===== config.mk =====
export PLATFORM = sky130hd
export DESIGN_NAME = serial_seq_detector
export DESIGN_NICKNAME = d
export VERILOG_FILES = /design/src/rtl/serial_seq_detector_pkg.sv /design/src/rtl/serial_seq_detector_sat_counter.sv /design/src/rtl/serial_seq_detector.sv
export SDC_FILE = /design/constraint.sdc
export NUM_CORES = 1
export LEC_CHECK = 0
export CAP_MARGIN = 10
export CORE_AREA = 2 2 39 41
export CTS_CLUSTER_SIZE = 24
export DETAILED_ROUTE_END_ITERATION = 10
export DIE_AREA = 0 0 41 43
export PLACE_DENSITY = 0.61
export SLEW_MARGIN = 20
export SYNTH_ARGS = -nofsm -noshare
export SYNTH_HDL_FRONTEND = slang
export SYNTH_SLANG_ARGS = --single-unit

===== constraint.sdc =====
create_clock -name Clk -period 1.9 [get_ports Clk]
set_clock_uncertainty 0.1 [all_clocks]
set_input_delay 0.475 -clock Clk [delete_from_list [all_inputs] [get_ports Clk]]
set_output_delay 0.475 -clock Clk [all_outputs]
set_load 0.01 [all_outputs]

===== src/rtl/serial_seq_detector_pkg.sv =====
// Shared constants for the serial 1101 detector.
// Holds the FSM state encodings and the reference pattern. Each state is named
// after the longest prefix of the pattern that has been seen.
package serial_seq_detector_pkg;

  localparam logic [2:0] S0    = 3'd0;
  localparam logic [2:0] S1    = 3'd1;
  localparam logic [2:0] S11   = 3'd2;
  localparam logic [2:0] S110  = 3'd3;
  localparam logic [2:0] S1101 = 3'd4;

  localparam logic [3:0] PATTERN = 4'b1101;

endpackage


===== src/rtl/serial_seq_detector_sat_counter.sv =====
// Saturating event counter with a sticky overflow flag.
// Ports:
//   Clk   - rising-edge clock
//   Rst_n - synchronous active-low reset
//   inc   - count one event on this edge
//   clr   - synchronous clear of cnt/ovf; wins over inc
//   cnt   - current count, holds at 2^CNT_W-1
//   ovf   - set by an inc while saturated; cleared only by Rst_n or clr
module serial_seq_detector_sat_counter #(
  parameter int unsigned CNT_W = 4
) (
  input  logic             Clk,
  input  logic             Rst_n,
  input  logic             inc,
  input  logic             clr,
  output logic [CNT_W-1:0] cnt,
  output logic             ovf
);

  localparam logic [CNT_W-1:0] CntMax = '1;

  logic [CNT_W-1:0] cnt_q, cnt_d;
  logic             ovf_q, ovf_d;

  always_comb begin
    cnt_d = cnt_q;
    ovf_d = ovf_q;
    if (clr) begin
      cnt_d = '0;
      ovf_d = 1'b0;
    end else if (inc) begin
      if (cnt_q == CntMax) begin
        ovf_d = 1'b1;
      end else begin
        cnt_d = cnt_q + 1'b1;
      end
    end
  end

  always_ff @(posedge Clk) begin
    if (!Rst_n) begin
      cnt_q <= '0;
      ovf_q <= 1'b0;
    end else begin
      cnt_q <= cnt_d;
      ovf_q <= ovf_d;
    end
  end

  assign cnt = cnt_q;
  assign ovf = ovf_q;

endmodule


===== src/rtl/serial_seq_detector.sv =====
// Overlapping 1101 serial pattern detector (Moore FSM) with match counter.
// Ports:
//   Clk      - rising-edge clock
//   Rst_n    - synchronous active-low reset, priority over everything
//   Din      - serial data bit from the upstream flip-flop
//   En       - sample enable; Din is consumed only when En=1
//   Clr      - synchronous clear of Count/Overflow; FSM unaffected
//   Match    - registered one-cycle pulse per detected pattern
//   Count    - saturating match count
//   Overflow - sticky flag, match seen while Count saturated
//   State    - current FSM state code, for debug
module serial_seq_detector
  import serial_seq_detector_pkg::*;
#(
  parameter int unsigned CNT_W = 4
) (
  input  logic             Clk,
  input  logic             Rst_n,
  input  logic             Din,
  input  logic             En,
  input  logic             Clr,
  output logic             Match,
  output logic [CNT_W-1:0] Count,
  output logic             Overflow,
  output logic [2:0]       State
);

  logic [2:0] state_q, state_d;
  logic       match_q, match_d;

  always_comb begin
    state_d = state_q;
    if (state_q > S1101) begin
      // Illegal codes recover regardless of En.
      state_d = S0;
    end else if (En) begin
      case (state_q)
        S0:      state_d = Din ? S1  : S0;
        S1:      state_d = Din ? S11 : S0;
        S11:     state_d = Din ? S11 : S110;
        S110:    state_d = Din ? S1101 : S0;
        S1101:   state_d = Din ? S11 : S0;  // overlap: trailing 1 starts "11"
        default: state_d = S0;
      endcase
    end
  end

  // Gating with En means a held S1101 does not re-pulse.
  assign match_d = En && (state_d == S1101);

  always_ff @(posedge Clk) begin
    if (!Rst_n) begin
      state_q <= S0;
      match_q <= 1'b0;
    end else begin
      state_q <= state_d;
      match_q <= match_d;
    end
  end

  serial_seq_detector_sat_counter #(
    .CNT_W (CNT_W)
  ) u_sat_counter (
    .Clk   (Clk),
    .Rst_n (Rst_n),
    .inc   (match_d),
    .clr   (Clr),
    .cnt   (Count),
    .ovf   (Overflow)
  );

  assign Match = match_q;
  assign State = state_q;

endmodule


# [After elaboration in Yosys (flattened, before gate mapping)]
# Cells that the tools add are included.
[op_classes] add_sub_neg=1 muxes=7 n_reduce_logical=6 order_cmp=1 eq_ne=6 bitwise=2
[ops] cell="case mux 3 bit (4 select lines)" count=1
[ops] cell="two-way mux 3 bit" count=3
[ops] cell="== test 3 x 2 -> 1 bit, second input constant" count=2
[ops] cell="== test 3 bit, second input constant" count=2
[ops] cell="adder 4 x 1 -> 4 bit, second input constant" count=1
[ops] cell="== test 4 bit, second input constant" count=1
[ops] cell="AND reduction 2 bit" count=2
[ops] cell="OR reduction 2 bit" count=2
[ops] cell="== test 3 x 1 -> 1 bit, second input constant" count=1
[ops] cell="> comparator 3 bit, second input constant" count=1
[ops] cell="logical NOT 3 bit" count=1
[ops] cell="two-way mux 1 bit" count=2
[ops] cell="two-way mux 2 bit" count=1
[ops] cell="NOT 1 bit" count=2
[ops] cell="logical AND 1 bit" count=1
[totals] wordCells=27 register_bits=9 output_inout_bits=9 in_bits=5

# [Longest topological paths before layout]
[logic_depth] depth_word=8 depth_mapped=4 mapped_depth_nobuf=4

# [Cells and area by module]
# From an unflattened synthesis, not the netlist that was laid out.
[hier_totals] cells_unflattened=47 hier_area_um2=427.9
[modules_own_cells] mod="serial_seq_detector_sat_counter" cells_each=27 seq_area_each_um2=100.1 area_per_inst_um2=232.7 instances=1
[modules_own_cells] mod="serial_seq_detector" cells_each=20 seq_area_each_um2=80.1 area_per_inst_um2=195.2 instances=1

# [Worst setup path after synthesis]
# Ideal clock, no wire load.
[synth_timing] path_type="register to register" startpoint="register u_sat_counter.cnt_q[0], in the netlist u_sat_counter.cnt[0]" endpoint="register u_sat_counter.cnt_q[3], in the netlist u_sat_counter.cnt[3]" setup_slack_ps=296 t_required_ps=1679 setup_ps=121 path_stages_with_launch=5 path_buffers=0 synth_period_minus_slack_ps=1604 arrival_ps=1383 cell_sequence="dfxtp_1 > ha_1 > and3_1 > nor4_1 > mux2_2"
[synth_between] elab_chain_len=3 word_cells_on_any_way=4 cone_classes="add/sub (1); eq/ne (1); bitwise (1); reduce/logical (1)"
[synth_lines] element="from (decl)" line="serial_seq_detector_sat_counter.sv:22" text="logic [CNT_W-1:0] cnt_q, cnt_d;"
[synth_lines] element="from (signal assigned)" line="serial_seq_detector_sat_counter.sv:45" text="cnt_q <= cnt_d;"
[synth_lines] element="branches (longest 3 deep; another with adder 4 x 1 -> 4 bit)"
# Parallel ways; which one is timed is not known.
# A chain may end at the register's enable or synchronous reset.

# [Worst setup path after layout]
[layout_timing] startpoint="register u_sat_counter.cnt_q[0], in the netlist u_sat_counter.cnt[0]" endpoint="output port Count[0]"
[layout_rtl] element="to (decl)" line="serial_seq_detector.sv:23" text="output logic [CNT_W-1:0] Count,"
# No word-level cell between the ends.

==> metrics.md <==
| Metric | Value |
|---|---|
| Outcome | `finished clean` |
| R2R setup slack | `about 0.20 ns` |
| Critical R2R Launch | `u_sat_counter.cnt[0]` |
| Hold EP | `u_sat_counter.ovf` |
| Synth unique cells | `28` |
| P_int | `~0.30 mW` |
| R2R Path End | `u_sat_counter.cnt[3]` |
| Number of flops mapped to enable cells by yosys | `0` |
| PortBufs | `13` |
| #FFs+latches synth | `9` |
| GR Overflow Total | `0` |
| Die W | `~40 um` |
| DR vias/cell | `4.98` |
| Hold Vio Cnt, Final | `0` |
| Net Sw Frac | `23.4%` |
| Finished Layout Cells | `86` |
| CTS clk-pin slew, worst paths | `around 0.060 ns` |
| Worst path cell trace | `clkdlybuf4s50_1` |
| Hold path start | `u_sat_counter.ovf` |
| Setup Crit Path Kind | `reg -> out` |
| Total track usage | `13.9%` |
| Psw | `0.0901 mW` |
| Clock buffer count from CTS | `3` |
| Largest net degree at the start of global routing | `11` |
| HP Class | `reg -> reg` |
| Startpoint class of the critical path | `flip-flop` |
| R2r worst-path depth | `4` |
| Critical Path Fanout Max | `5` |
| Max-cap viol count | `0` |
| ANT cells | `0` |
| Top Layer Used | `met4` |
| RSZ-0062 raised after global routing | `no` |
| CP peak stage delay | `about 0.56 ns` |
| Least-Margin Pin Slew | `0.283 ns` |
| Fin util | `48.0%` |
| Period utilization | `a little over nine tenths` |
| CP endpoint kind | `output port` |
| Synthesized net count | `54` |
| Slowest CP cell | `clkdlybuf4s50_1` |
| Critical path buffer and inverter count | `1` |
| Die area | `between 1500 and 2000 um^2` |
| DRC marker count from the first detailed-route iteration | `5` |
| Routability cong. | `slightly above 0.7` |
| WP data arrival | `1.22 ns` |
| Drt total wl | `between 900 and 1000 um` |
| Yosys warns | `0` |
| Height of the die | `around 43 um` |
| P&R area growth vs syn | `49.2%` |
| Commonest cells post-synth | `dfxtp_1, a21oi_1, nor2_1` |
| Design Area, Final | `about 660 um^2` |
| Routed wl met3 | `about 45 um` |
| Vias post-DR | `~430` |
| Pwr/cell area | `580 nW/um^2` |
| Post-synthesis sequential area ratio | `between 40 and 50%` |
| Synth top area cells | `dfxtp_1, a21oi_1, nand4b_2` |
| Core box area | `around 1400 um^2` |
| Post-layout min period | `1.80 ns` |
| Setup violators final | `0` |
| First-pass DRT Iterations | `4` |
| Clk sinks | `9` |
| Wire length per cell | `between 10 and 15 um` |
| Mapped cell area | `~450 um^2` |
| Required time of the critical path | `roughly 1.3 ns` |
| WL met2 | `~430 um` |
| Placed instance count | `82` |
| Seq pwr share | `about 50%` |
| Row count | `14` |
| Upper clock frequency limit | `~560 MHz` |
| First-pass GRT wire length | `about 1600 um` |
| IO Pins | `14` |
| Area leader, netlist | `dfxtp_1` |
| Clk_lat worst skew | `0.25 ns` |
| Fillers | `152` |
| Post-synthesis async set-or-reset flop share | `0%` |
| Nets | `77` |
| Leakage power | `about 0.26 nW` |
| Vias in the first global route | `about 390` |
| VDD IR-drop max | `around 0.34 mV` |
| Syn Area/Cell | `about 9.3 um^2` |
| Placed cell areas | `approximately 640 um^2` |
| Mapped Cells | `48` |
| CTS Hold Buffers Added | `0` |
| Final ANT Viol Nets | `0` |
| Post-DP HPWL | `approximately 730 um` |
| Initial antenna violation count | `0` |
| Count leader, synth | `dfxtp_1` |
| Combinational share of power | `11.0%` |
| # DRC | `0` |
| Relative slew slack | `around four fifths` |
| Slew Limit Fails | `0` |
| Worst hold path depth | `2` |
| Post-Route M1 WL | `a little under 500 um` |
| Starting Density | `about a third` |
| Top_reg_cell synth | `dfxtp_1` |
| Setup_tns | `0 ns` |
| CTS tree | `done` |
| CP delay by family, top | `buffers and inverters` |
| H-tree depth | `1` |
| Clock power frac | `about two fifths` |
| CTS Buffer Depth | `2` |
| Root buffer cell | `clkbuf_4` |
| Share of the synthesized area in the top cell type | `between 40% and 50%` |
| Fraction of layout cells with a size suffix above 1 | `20.0%` |
## stage by stage
step | power (mW) | hold WS (ns) | setup slack, ns
after floorplan | 0.214 | 0.405 | 0.296
after global placement | 0.239 | 0.360 | -0.0836
after detailed placement | 0.239 | 0.370 | -0.112
after CTS | 0.389 | 0.385 | 0.0200
after global routing | 0.407 | 0.418 | 0.0540
final | 0.385 | 0.382 | 0.104
## sequential cells by signal, indices dropped and copies added (netlist names)
signal             count
Match                  1
u_sat_counter.cnt      4
u_sat_counter.ovf      1
State                  3
## cell type report
| class | count | area (um^2) | share of cell area [%] |
|---|---|---|---|
| Clock buffer | 4 | 26.3 | 3.95 |
| Inverter | 2 | 7.51 | 1.13 |
| Multi-Input combinational cell | 36 | 253 | 38.0 |
| Sequential cell | 9 | 183 | 27.5 |
| Tap cell | 16 | 20.0 | 3.01 |
| Timing Repair Buffer | 19 | 175 | 26.4 |
## layer usage
layer  vias up  GRT usage (%)
met2        11           18.4
met1       191           18.6
met5         -              0
li1        224              -
met4         0           8.00
met3         2           4.71
## power groups by stage
stage | Sequential [mW] | Clock, mW | Combinational [mW]
after global placement | 0.197 | 0 | 0.0419
after detailed placement | 0.197 | 0 | 0.0425
final | 0.193 | 0.150 | 0.0425
after floorplan | 0.198 | 0 | 0.0159
after CTS | 0.193 | 0.154 | 0.0425
after global routing | 0.193 | 0.167 | 0.0472
## cells by family (layout without fill, tap and decap cells)
logic type | count (synthesis) | count (layout) | share of synthesized area [%]
mux | 1 | 1 | 2.53
xor+xnor | 2 | 2 | 3.93
flops | 9 | 9 | 40.4
compound gates | 11 | 11 | 16.0
fa+ha+maj | 1 | 1 | 2.81
buf+inv | 3 | 25 | 2.81
simple gates | 21 | 21 | 31.5
## cells in the final DEF (no fill, tap or decap), types with 2 or more instances in the layout
master and instances:
clkdlybuf4s50_1 13, dfxtp_1 7, buf_4 6, nor2_1 4
a21oi_1 4, clkbuf_4 3, dfxtp_2 2, inv_1 2
o21a_1 2, and3_1 2, a31oi_1 2, o31ai_1 2
nor2b_1 2
## repair_timing
| item | in CTS | in global routing |
|---|---|---|
| resized for setup | 0 | 2 |
| endpoints found under the hold margin | 0 | 0 |
| setup endpoints to repair | 0 | 2 |
| buffers inserted | 0 | 0 |
## how the worst max path moves through the flow
stage	depth (start not counted)	slack (ns)	from	to
floorplan	4	0.30	u_sat_counter.cnt[0]	u_sat_counter.cnt[3]
global placement	4	-0.08	Din	u_sat_counter.cnt[3]
detailed placement	4	-0.11	Din	u_sat_counter.cnt[3]
CTS	1	0.02	State[1]	State[1]
global route	1	0.05	u_sat_counter.cnt[0]	Count[0]
finish	1	0.10	u_sat_counter.cnt[0]	Count[0]
No activity file was read; power rests on OpenSTA's default activity.
